**src/rtl/vending_pkg.sv**
```systemverilog
// rtl/vending_pkg.sv - shared state encoding and coin values for the vending controller
package vending_pkg;

  localparam logic [1:0] ST_IDLE    = 2'd0;
  localparam logic [1:0] ST_COLLECT = 2'd1;
  localparam logic [1:0] ST_VEND    = 2'd2;
  localparam logic [1:0] ST_CHANGE  = 2'd3;

  localparam int COIN1_VAL = 1;
  localparam int COIN2_VAL = 2;
  localparam int COIN5_VAL = 5;

endpackage

```
**src/rtl/vm_stock_bank.sv**
```systemverilog
// rtl/vm_stock_bank.sv - per-item stock counters with sold-out flags and an in-stock lookup
module vm_stock_bank
  import vending_pkg::*;
#(
  parameter int NUM_ITEMS  = 4,
  parameter int STOCK_W    = 4,
  parameter int STOCK_INIT = 2
) (
  input  logic                         clk,
  input  logic                         reset,
  input  logic                         dec,
  input  logic [$clog2(NUM_ITEMS)-1:0] dec_idx,
  input  logic [$clog2(NUM_ITEMS)-1:0] query_idx,
  output logic                         query_nonzero,
  output logic [NUM_ITEMS-1:0]         sold_out
);

  localparam int IDX_W = $clog2(NUM_ITEMS);

  logic [STOCK_W-1:0] stock [NUM_ITEMS];

  always_ff @(posedge clk or negedge reset) begin
    if (!reset) begin
      for (int i = 0; i < NUM_ITEMS; i++) stock[i] <= STOCK_W'(STOCK_INIT);
    end else begin
      for (int i = 0; i < NUM_ITEMS; i++) begin
        if (dec && dec_idx == IDX_W'(i) && stock[i] != '0)
          stock[i] <= stock[i] - STOCK_W'(1);
      end
    end
  end

  // Index matching by loop keeps out-of-range queries reading as empty.
  always_comb begin
    query_nonzero = 1'b0;
    for (int i = 0; i < NUM_ITEMS; i++) begin
      sold_out[i] = (stock[i] == '0);
      if (query_idx == IDX_W'(i)) query_nonzero = (stock[i] != '0);
    end
  end

endmodule

```
**src/rtl/vending_machine_multi.sv**
```systemverilog
// rtl/vending_machine_multi.sv - multi-item vending FSM with credit datapath and unit change handshake
module vending_machine_multi
  import vending_pkg::*;
#(
  parameter int                       NUM_ITEMS  = 4,
  parameter int                       CREDIT_W   = 6,
  parameter int                       STOCK_W    = 4,
  parameter int                       STOCK_INIT = 2,
  parameter logic [NUM_ITEMS*8-1:0]   PRICES     = {8'd10, 8'd7, 8'd3, 8'd5}
) (
  input  logic                         clk,
  input  logic                         reset,
  input  logic                         coin_1,
  input  logic                         coin_2,
  input  logic                         coin_5,
  input  logic                         select_valid,
  input  logic [$clog2(NUM_ITEMS)-1:0] item_sel,
  input  logic                         cancel,
  input  logic                         change_ack,
  output logic                         item_dispensed,
  output logic [$clog2(NUM_ITEMS)-1:0] item_id,
  output logic                         change_valid,
  output logic                         coin_reject,
  output logic                         vend_error,
  output logic [NUM_ITEMS-1:0]         sold_out,
  output logic [CREDIT_W-1:0]          credit,
  output logic                         busy
);

  localparam int IDX_W = $clog2(NUM_ITEMS);
  localparam int SUM_W = CREDIT_W + 1;
  localparam int CMP_W = (CREDIT_W > 8) ? CREDIT_W : 8;
  localparam logic [SUM_W-1:0] MAX_CREDIT = {1'b0, {CREDIT_W{1'b1}}};

  logic [1:0]          state, state_d;
  logic [CREDIT_W-1:0] credit_d, price_q, price_d;
  logic [IDX_W-1:0]    sel_q, sel_d;
  logic                reject_d, error_d, stock_dec, in_stock, in_range, sel_ok;
  logic [3:0]          coin_sum;
  logic [SUM_W-1:0]    credit_plus;
  logic [CMP_W-1:0]    sel_price;

  vm_stock_bank #(
    .NUM_ITEMS  (NUM_ITEMS),
    .STOCK_W    (STOCK_W),
    .STOCK_INIT (STOCK_INIT)
  ) u_stock (
    .clk           (clk),
    .reset         (reset),
    .dec           (stock_dec),
    .dec_idx       (sel_q),
    .query_idx     (item_sel),
    .query_nonzero (in_stock),
    .sold_out      (sold_out)
  );

  assign coin_sum = (coin_1 ? 4'(COIN1_VAL) : 4'd0)
                  + (coin_2 ? 4'(COIN2_VAL) : 4'd0)
                  + (coin_5 ? 4'(COIN5_VAL) : 4'd0);
  assign credit_plus = {1'b0, credit} + SUM_W'(coin_sum);

  always_comb begin
    in_range  = 1'b0;
    sel_price = '0;
    for (int i = 0; i < NUM_ITEMS; i++) begin
      if (item_sel == IDX_W'(i)) begin
        in_range  = 1'b1;
        sel_price = CMP_W'(PRICES[i*8 +: 8]);
      end
    end
  end

  // Selection is judged on the registered credit, not including this cycle's coins.
  assign sel_ok = in_range && in_stock && (CMP_W'(credit) >= sel_price);

  always_comb begin
    state_d   = state;
    credit_d  = credit;
    sel_d     = sel_q;
    price_d   = price_q;
    reject_d  = 1'b0;
    error_d   = 1'b0;
    stock_dec = 1'b0;
    case (state)
      ST_IDLE, ST_COLLECT: begin
        if (coin_sum != 4'd0) begin
          if (credit_plus <= MAX_CREDIT) credit_d = credit_plus[CREDIT_W-1:0];
          else                           reject_d = 1'b1;
        end
        if (cancel && state == ST_COLLECT) begin
          state_d = ST_CHANGE;
        end else if (select_valid && sel_ok) begin
          state_d = ST_VEND;
          sel_d   = item_sel;
          price_d = CREDIT_W'(sel_price);
        end else begin
          error_d = select_valid;
          state_d = (credit_d != '0) ? ST_COLLECT : ST_IDLE;
        end
      end
      ST_VEND: begin
        reject_d  = (coin_sum != 4'd0);
        stock_dec = 1'b1;
        credit_d  = credit - price_q;
        state_d   = (credit_d != '0) ? ST_CHANGE : ST_IDLE;
      end
      ST_CHANGE: begin
        reject_d = (coin_sum != 4'd0);
        if (change_ack && credit != '0) credit_d = credit - CREDIT_W'(1);
        if (credit_d == '0) state_d = ST_IDLE;
      end
      default: state_d = ST_IDLE;
    endcase
  end

  always_ff @(posedge clk or negedge reset) begin
    if (!reset) begin
      state       <= ST_IDLE;
      credit      <= '0;
      sel_q       <= '0;
      price_q     <= '0;
      coin_reject <= 1'b0;
      vend_error  <= 1'b0;
    end else begin
      state       <= state_d;
      credit      <= credit_d;
      sel_q       <= sel_d;
      price_q     <= price_d;
      coin_reject <= reject_d;
      vend_error  <= error_d;
    end
  end

  assign item_dispensed = (state == ST_VEND);
  assign item_id        = item_dispensed ? sel_q : '0;
  assign change_valid   = (state == ST_CHANGE) && (credit != '0);
  assign busy           = (state == ST_VEND) || (state == ST_CHANGE);

endmodule

```
**config.mk**
```make
export PLATFORM = sky130hd
export DESIGN_NAME = vending_machine_multi
export DESIGN_NICKNAME = d
export VERILOG_FILES = /design/src/rtl/vending_pkg.sv /design/src/rtl/vm_stock_bank.sv /design/src/rtl/vending_machine_multi.sv
export SDC_FILE = /design/constraint.sdc
export NUM_CORES = 1
export LEC_CHECK = 0
export ABC_AREA = 1
export BUFFER_PORTS_ARGS = -buffer_cell sky130_fd_sc_hd__buf_4
export CORE_MARGIN = 3
export CORE_UTILIZATION = 55
export CTS_CLUSTER_SIZE = 24
export DETAILED_ROUTE_END_ITERATION = 12
export PLACE_DENSITY = 0.75
export SLEW_MARGIN = 15
export SYNTH_ARGS = -nofsm -noshare
export SYNTH_HDL_FRONTEND = slang
export SYNTH_SLANG_ARGS = --single-unit
```
**constraint.sdc**
```tcl
create_clock -name clk -period 2.4 [get_ports clk]
set_input_delay 0.48 -clock clk [delete_from_list [all_inputs] [get_ports clk]]
set_output_delay 0.48 -clock clk [all_outputs]
set_load 0.005 [all_outputs]
```
==> impl_metrics.env, run 1 <==
export IMPL_status="finished clean"
export IMPL_grt_max_degree=33
export IMPL_drtAntennaViolNets=0
export IMPL_grt_first_pass_wirelength_microns=9280
export IMPL_dp_hpwl_microns=4360
export IMPL_finalWorstPathRequiredPeriod_ns=2.21
export IMPL_crit_fanout=3
export IMPL_port_buffers=26
export IMPL_synth_top_family_by_area="simple AND/OR/NAND/NOR gates"
export IMPL_antennaDiodeCount=0
export IMPL_route_vias_total=2301
export IMPL_multi_input_area_sq_um=1510
export IMPL_netlist_instances=350
export IMPL_cts_tree="yes"
export IMPL_grt_pass1_vias=2052
export IMPL_rows=24
export IMPL_crit_top_cell="nand2_1"
export IMPL_cellPowerDensity_nw_per_um2=949
export IMPL_fmax_ghz=0.453
export IMPL_critical_path_cell_chain="buf_4 > ha_1 > ha_1 > fa_1 > inv_1 > nor2_1 > nor2_1 > inv_1 > nand2_1 > nand2_1 > nand2_1 > nand2_1 > nor2_1 > nand2_1 > nand2_1 > nand2_1"
export IMPL_synth_adder_area_share_pct=11.5
export IMPL_p_leak_nw=1.65
export IMPL_ys_seq_elements=32
export IMPL_firstDrtPassIters=5
export IMPL_finalCritPeriodShare_pct=92.0
export IMPL_post_drt_wl_per_cell_microns=12.5
export IMPL_drc_errors=0
export IMPL_place_inst=436
export IMPL_cts_buffers=5
export IMPL_antenna_found_initial=0
export IMPL_cp_slowest_cell="fa_1"
export IMPL_rsz0062_at_grt="no"
export IMPL_synth_xor_area_share_pct=3.46
export IMPL_synth_net_count=382
export IMPL_synth_avg_cell_area_sq_um=7.24
export IMPL_routed_wl_microns=5560
export IMPL_start_util_pct=57.4
export IMPL_clockRootBuffer="clkbuf_8"
export IMPL_cts_clk_slew_worst_paths_ns=0.07
export IMPL_postCtsSetupBuffers=0
export IMPL_cts_buffer_depth=2
export IMPL_worstPathArrival_ns=2.38
export IMPL_avgViaCountPerCell=5.18
export IMPL_core_area_sq_um=4410
export IMPL_cts_max_level=2
export IMPL_postPlaceCellArea_sq_um=2850
export IMPL_required_ns=2.57
export IMPL_yosys_warnings=0
export IMPL_end_kind="flop"
export IMPL_startpoint_type="input port"
export IMPL_power_total_mw=2.84
export IMPL_finalSetupViolCount=0
export IMPL_slew_headroom_pct=58.1
export IMPL_hold_viol=0
export IMPL_min_path_type="in2async"
export IMPL_crit_path_start="coin_1"
export IMPL_post_layout_nonfiller_instances=444
export IMPL_cts_resized=0
export IMPL_yosys_area_share_simple_pct=38.0
export IMPL_die_h_microns=73.9
export IMPL_fin_ws_ns=0.191
export IMPL_grt_usage_pct=22.1
export IMPL_critPathMaxStageDelay_ns=0.45
export IMPL_stdcell_area_sq_um=2990
export IMPL_met3_usage_pct=4.24
export IMPL_numClockSinks=32
export IMPL_gpl_final_weighted_congestion=0.883
export IMPL_vdd_drop_max_uv=622
export IMPL_drive_gt1_share_pct=18.1
export IMPL_drtIter0Drc=161
export IMPL_synth_distinct_cells=33
export IMPL_final_common_cell="nand2_1"
export IMPL_postCtsHoldBufs=0
export IMPL_drv_cap=0
export IMPL_ios=27
export IMPL_maxSlewViolCount=0
export IMPL_dieArea_sq_um=5460
export IMPL_synth_area_sq_um=2530
export IMPL_area_delta_synth_final_pct=18.0
export IMPL_top_usage_layer="met1"
export IMPL_ys_seq_area_share_pct=31.8
export IMPL_fin_nets=423
export IMPL_seq_area_sq_um=806
export IMPL_critPathKind="in2reg"
export IMPL_timing_rr_start="credit[0]$_DFF_PN0_"
export IMPL_use_met2_pct=32.3
export IMPL_grt_ovfl_total=0
export IMPL_place_ws_ns=-0.131
export IMPL_worstMarginPinSlew_ns=0.628
export IMPL_grtUsageMet1_pct=32.9
export IMPL_finalClockSkew_ns=0.00921
export IMPL_layout_common_cells="nand2_1 (113), inv_1 (55), buf_4 (37)"
export IMPL_clock_latency_ns=0.29
export IMPL_synth_compound_area_share_pct=5.43
export IMPL_die_w_microns=73.9
export IMPL_synthMuxAreaShare_pct=0
export IMPL_num_fill_cells=380
==> area by class of cell <==
class	count	area share [%]
Tap cell	52	2.17
Multi-Input combinational cell	257	50.5
Clock buffer	6	2.43
Inverter	58	7.53
Clock inverter	2	1.17
Timing Repair Buffer	37	9.28
Sequential cell	32	26.9
==> path summary, 6_finish.rpt <==
kind | endpoint | slack, ns | cells after the start
max reg2reg | state[0]$_DFFE_PN0P_ | 0.28 | 15
min | u_stock.stock[11]$_DFFE_PN0P_ | 0.12 | 1
max | state[0]$_DFFE_PN0P_ | 0.19 | 16
min in group clk | sel_q[1]$_DFFE_PN0P_ | 0.46 | 3
min reg2reg | u_stock.stock[4]$_DFFE_PN0P_ | 0.47 | 2
max in group asynchronous | u_stock.stock[1]$_DFFE_PN1P_ | 1.95 | 1
==> layer usage <==
metal  part of all wire [%]  wire [microns]
met3                    5.3             297
met5                      0               0
met1                     50            2780
met2                     43            2400
met4                    1.3              72
==> report_power, final <==
group / total (mW) / internal [mW] / switching [mW]
Clock: 0.511 / 0.308 / 0.203
Combinational: 1.56 / 0.685 / 0.870
Sequential: 0.773 / 0.612 / 0.161
Total: 2.84 / 1.61 / 1.23
==> sequential cells by signal, summed over array words and instances (netlist names) <==
register and flops:
u_stock.stock 16, credit 6, price_q 4, sel_q 2, state 2, coin_reject 1
vend_error 1
==> worst max-delay path, delay by kind of cell <==
kind          cells  cell delay (ns)
fa+ha+maj         3             0.99
simple gates     10             0.67
buf+inv           3             0.24
==> cells in the mapped netlist <==
cell type,number,area share [%]
nor2_2,1,0.25
nor4_4,1,0.84
nor2_1,24,3.6
o21ai_0,9,1.8
dfstp_2,4,4.1
nor3_2,3,1.2
inv_4,1,0.25
nand3_2,1,0.39
o211ai_1,1,0.30
o221ai_1,3,1.0
o21ai_2,1,0.35
nand2_2,3,0.74
nor3_4,1,0.64
nor2_8,2,1.6
clkbuf_1,1,0.15
nand3b_1,4,1.2
nand4_1,8,2.0
nand3_1,35,6.9
dfrtp_1,28,28
xnor2_1,3,1.0
fa_1,2,1.6
nand2_1,113,17
ha_1,20,9.9
nand2_4,1,0.44
buf_6,2,0.89
inv_6,1,0.35
nor2_4,2,0.89
and3_1,1,0.25
xor2_1,7,2.4
nor3_1,2,0.39
inv_1,56,8.3
a21oi_1,7,1.4
o21bai_1,2,0.59
==> through the flow <==
| stage | utilization, % | setup TNS, ns | hold WS [ns] |
|---|---|---|---|
| after floorplan | - | 0 | 0.184 |
| after global placement | 64.6 | -0.126 | 0.443 |
| after detailed placement | 64.6 | -0.348 | 0.441 |
| after CTS | 67.0 | 0 | 0.125 |
| after global routing | 67.8 | 0 | 0.134 |
| final | 67.8 | 0 | 0.118 |
==> logic make-up (layout without fill, tap and decap cells) <==
| kind of cell | after synthesis | count (layout) |
|---|---|---|
| AOI/OAI and AO/OA | 23 | 23 |
| and+or+nand+nor | 202 | 202 |
| xor gates and xnor gates | 10 | 10 |
| buffers and inverters | 61 | 103 |
| adders and majority gates | 22 | 22 |
| DFF | 32 | 32 |
Note: power is estimated with default switching activity, not from simulation.
==> run 2: changes to the inputs <==
--- a/config.mk
+++ b/config.mk
@@ -7,11 +7,13 @@
 export LEC_CHECK = 0
 export ABC_AREA = 1
 export BUFFER_PORTS_ARGS = -buffer_cell sky130_fd_sc_hd__buf_4
+export CORE_ASPECT_RATIO = 0.9
 export CORE_MARGIN = 3
 export CORE_UTILIZATION = 55
 export CTS_CLUSTER_SIZE = 24
 export DETAILED_ROUTE_END_ITERATION = 12
 export PLACE_DENSITY = 0.75
+export SETUP_SLACK_MARGIN = 0.02
 export SLEW_MARGIN = 15
 export SYNTH_ARGS = -nofsm -noshare
 export SYNTH_HDL_FRONTEND = slang
==> constraint.sdc (replaced) <==
create_clock -name clk -period 2.1 [get_ports clk]
set_input_delay 0.42 -clock clk [delete_from_list [all_inputs] [get_ports clk]]
set_output_delay 0.42 -clock clk [all_outputs]
set_load 0.005 [all_outputs]
==> run 2 against run 1 <==
Largest cell class unchanged. Largest power group unchanged. Critical endpoint unchanged. Final area increased by 9.3%. First-iteration DRC count increased by 5.6%. Non-clock buffer count increased by 16.
==> impl_metrics.env, run 2 (synthesis results as in run 1) <==
export IMPL_p_leak_nw=1.73
export IMPL_cts_buffers=5
export IMPL_num_fill_cells=328
export IMPL_cts_clk_slew_worst_paths_ns=0.07
export IMPL_multi_input_area_sq_um=1640
export IMPL_rows=22
export IMPL_finalClockSkew_ns=0.00635
export IMPL_drt_met1_wl_microns=2880
export IMPL_port_buffers=26
export IMPL_route_met3_wl_microns=452
export IMPL_worstMarginPinSlew_ns=0.497
export IMPL_worstPathArrival_ns=2.21
export IMPL_routed_wl_microns=6430
export IMPL_route_top_layer_used="met4"
export IMPL_drc_errors=0
export IMPL_final_common_cell="nand2_1"
export IMPL_min_path_type="in2async"
export IMPL_startpoint_type="flop"
export IMPL_finalSetupViolCount=0
export IMPL_drtAntennaViolNets=0
export IMPL_die_w_microns=77.6
export IMPL_finalWorstPathRequiredPeriod_ns=2.04
export IMPL_cts_tree="yes"
export IMPL_fin_ws_ns=0.0557
export IMPL_crit_top_cell="nand2_1"
export IMPL_drtIter0Drc=170
export IMPL_grt_max_degree=33
export IMPL_clockRootBuffer="clkbuf_8"
export IMPL_dieArea_sq_um=5460
export IMPL_cp_slowest_cell="dfrtp_1"
export IMPL_maxSlewViolCount=0
export IMPL_grt_usage_pct=23.4
export IMPL_largest_reg_flops=16
export IMPL_critPathTopFamily="simple AND/OR/NAND/NOR gates"
export IMPL_setup_tns_ns=0
export IMPL_grt_ovfl_total=0
export IMPL_gpl_final_weighted_congestion=0.893
export IMPL_largest_register="u_stock.stock"
export IMPL_hold_viol=0
export IMPL_postCtsHoldBufs=0
export IMPL_drv_cap=0
export IMPL_slew_headroom_pct=66.8
export IMPL_finalCritPeriodShare_pct=97.3
export IMPL_vdd_drop_max_uv=917
export IMPL_antennaDiodeCount=0
export IMPL_status="finished clean"
export IMPL_avgViaCountPerCell=5.37
export IMPL_place_ws_ns=-0.282
export IMPL_critPathMaxStageDelay_ns=0.40
export IMPL_end_kind="flop"
export IMPL_seq_area_sq_um=810
export IMPL_dp_hpwl_microns=4690
export IMPL_cts_buffer_depth=2
export IMPL_grt_first_pass_wirelength_microns=10200
export IMPL_largestRegisters="u_stock.stock x16, credit x6, price_q x4"
export IMPL_route_vias_total=2513
export IMPL_wl_met2_microns=3020
export IMPL_cts_max_level=2
export IMPL_critical_path_cell_chain="buf_6 > ha_4 > fa_2 > inv_2 > nor2_4 > nor2_4 > nor2_2 > nor2_1 > nand3_1 > a21oi_1 > nand2_1 > nand2_1 > nand2_1"
export IMPL_area_delta_synth_final_pct=29.0
export IMPL_die_h_microns=70.4
export IMPL_clock_latency_ns=0.29
export IMPL_fin_nets=439
export IMPL_rsz0062_at_grt="yes"
export IMPL_required_ns=2.27
export IMPL_core_area_sq_um=4270
export IMPL_fmax_ghz=0.489
export IMPL_post_drt_wl_per_cell_microns=13.7
export IMPL_antenna_found_initial=0
export IMPL_cellPowerDensity_nw_per_um2=1120
export IMPL_firstDrtPassIters=5
export IMPL_start_util_pct=59.4
export IMPL_critical_path_buf_inv_count=2
export IMPL_grt_pass1_vias=2230
export IMPL_critPathKind="reg2reg"
export IMPL_drive_gt1_share_pct=28.7
export IMPL_layout_common_cells="nand2_1 (106), buf_4 (50), inv_1 (49)"
export IMPL_numClockSinks=32
export IMPL_ios=27
export IMPL_crit_fanout=4
==> run 2: cell count changes in the layout (fill, tap and decap cells not counted), moves of 3 or more <==
cell / previous run / this run
nand2_2: 3 / 9
nand2_1: 113 / 106
inv_1: 55 / 49
inv_2: 1 / 6
ha_4: 2 / 7
nor2_4: 2 / 5
ha_1: 17 / 12
dfrtp_2: 0 / 3
buf_4: 37 / 50
nor2_1: 24 / 19
dfrtp_1: 28 / 25
==> run 2: repair_timing <==
| action | in CTS | in global routing |
|---|---|---|
| gates cloned | 0 | 0 |
| buffers inserted | 0 | 4 |
| setup endpoints to repair | 2 | 15 |
| pin swaps | 2 | 30 |
| gates resized for setup | 1 | 41 |
==> run 2: worst register-to-register path, cell delays in order, from the launching register on <==
cell and delay (ns):
dfrtp_1 0.40, buf_6 0.14, ha_4 0.16, fa_2 0.39, inv_2 0.08, nor2_4 0.04, nor2_4 0.09, nor2_2 0.06
nor2_1 0.10, nand3_1 0.12, a21oi_1 0.16, nand2_1 0.07, nand2_1 0.07, nand2_1 0.05
==> run 2: metal layers <==
layer  GRT usage [%]  up-vias
met3            5.03       12
met4            5.34        0
met2            35.7       94
met5               0        -
met1            34.0     1174
li1                -     1233
==> run 2: cell type report <==
| cell class | instances | area share, % |
|---|---|---|
| Inverter | 58 | 6.97 |
| Sequential cell | 32 | 24.8 |
| Multi-Input combinational cell | 257 | 50.1 |
| Clock inverter | 2 | 1.07 |
| Tap cell | 60 | 2.30 |
| Clock buffer | 6 | 2.22 |
| Timing Repair Buffer | 53 | 12.6 |
==> run 2: path summary, 6_finish.rpt <==
check | start | end | slack (ns) | cells past startpoint
worst min register to register | u_stock.stock[11]$_DFFE_PN0P_ | u_stock.stock[11]$_DFFE_PN0P_ | 0.47 | 1
worst min-delay path | reset | u_stock.stock[6]$_DFFE_PN0P_ | 0.06 | 1
worst max register to register | credit[0]$_DFF_PN0_ | state[0]$_DFFE_PN0P_ | 0.06 | 13
worst max-delay path | credit[0]$_DFF_PN0_ | state[0]$_DFFE_PN0P_ | 0.06 | 13
min in group clk | select_valid | vend_error$_DFF_PN0_ | 0.40 | 2
max in group asynchronous | reset | u_stock.stock[1]$_DFFE_PN1P_ | 1.71 | 1
==> run 2: through the flow <==
stage	cell area [sq um]	total power, mW	util, %	hold slack [ns]	instances
2_1_floorplan	2570	2.02	-	0.124	350
3_3_place_gp	2980	2.73	69.9	0.380	456
3_5_place_dp	2980	2.76	69.9	0.382	456
4_1_cts	3090	3.36	72.5	0.0735	464
5_1_grt	3270	3.95	76.6	0.0840	468
6_report	3270	3.67	76.6	0.0584	468
==> run 2: power breakdown <==
group	internal [mW]	leakage, nW	switching (mW)
Combinational	1.01	1.28	1.18
Sequential	0.706	0.399	0.185
Clock	0.352	0.0552	0.232
Total	2.07	1.73	1.60
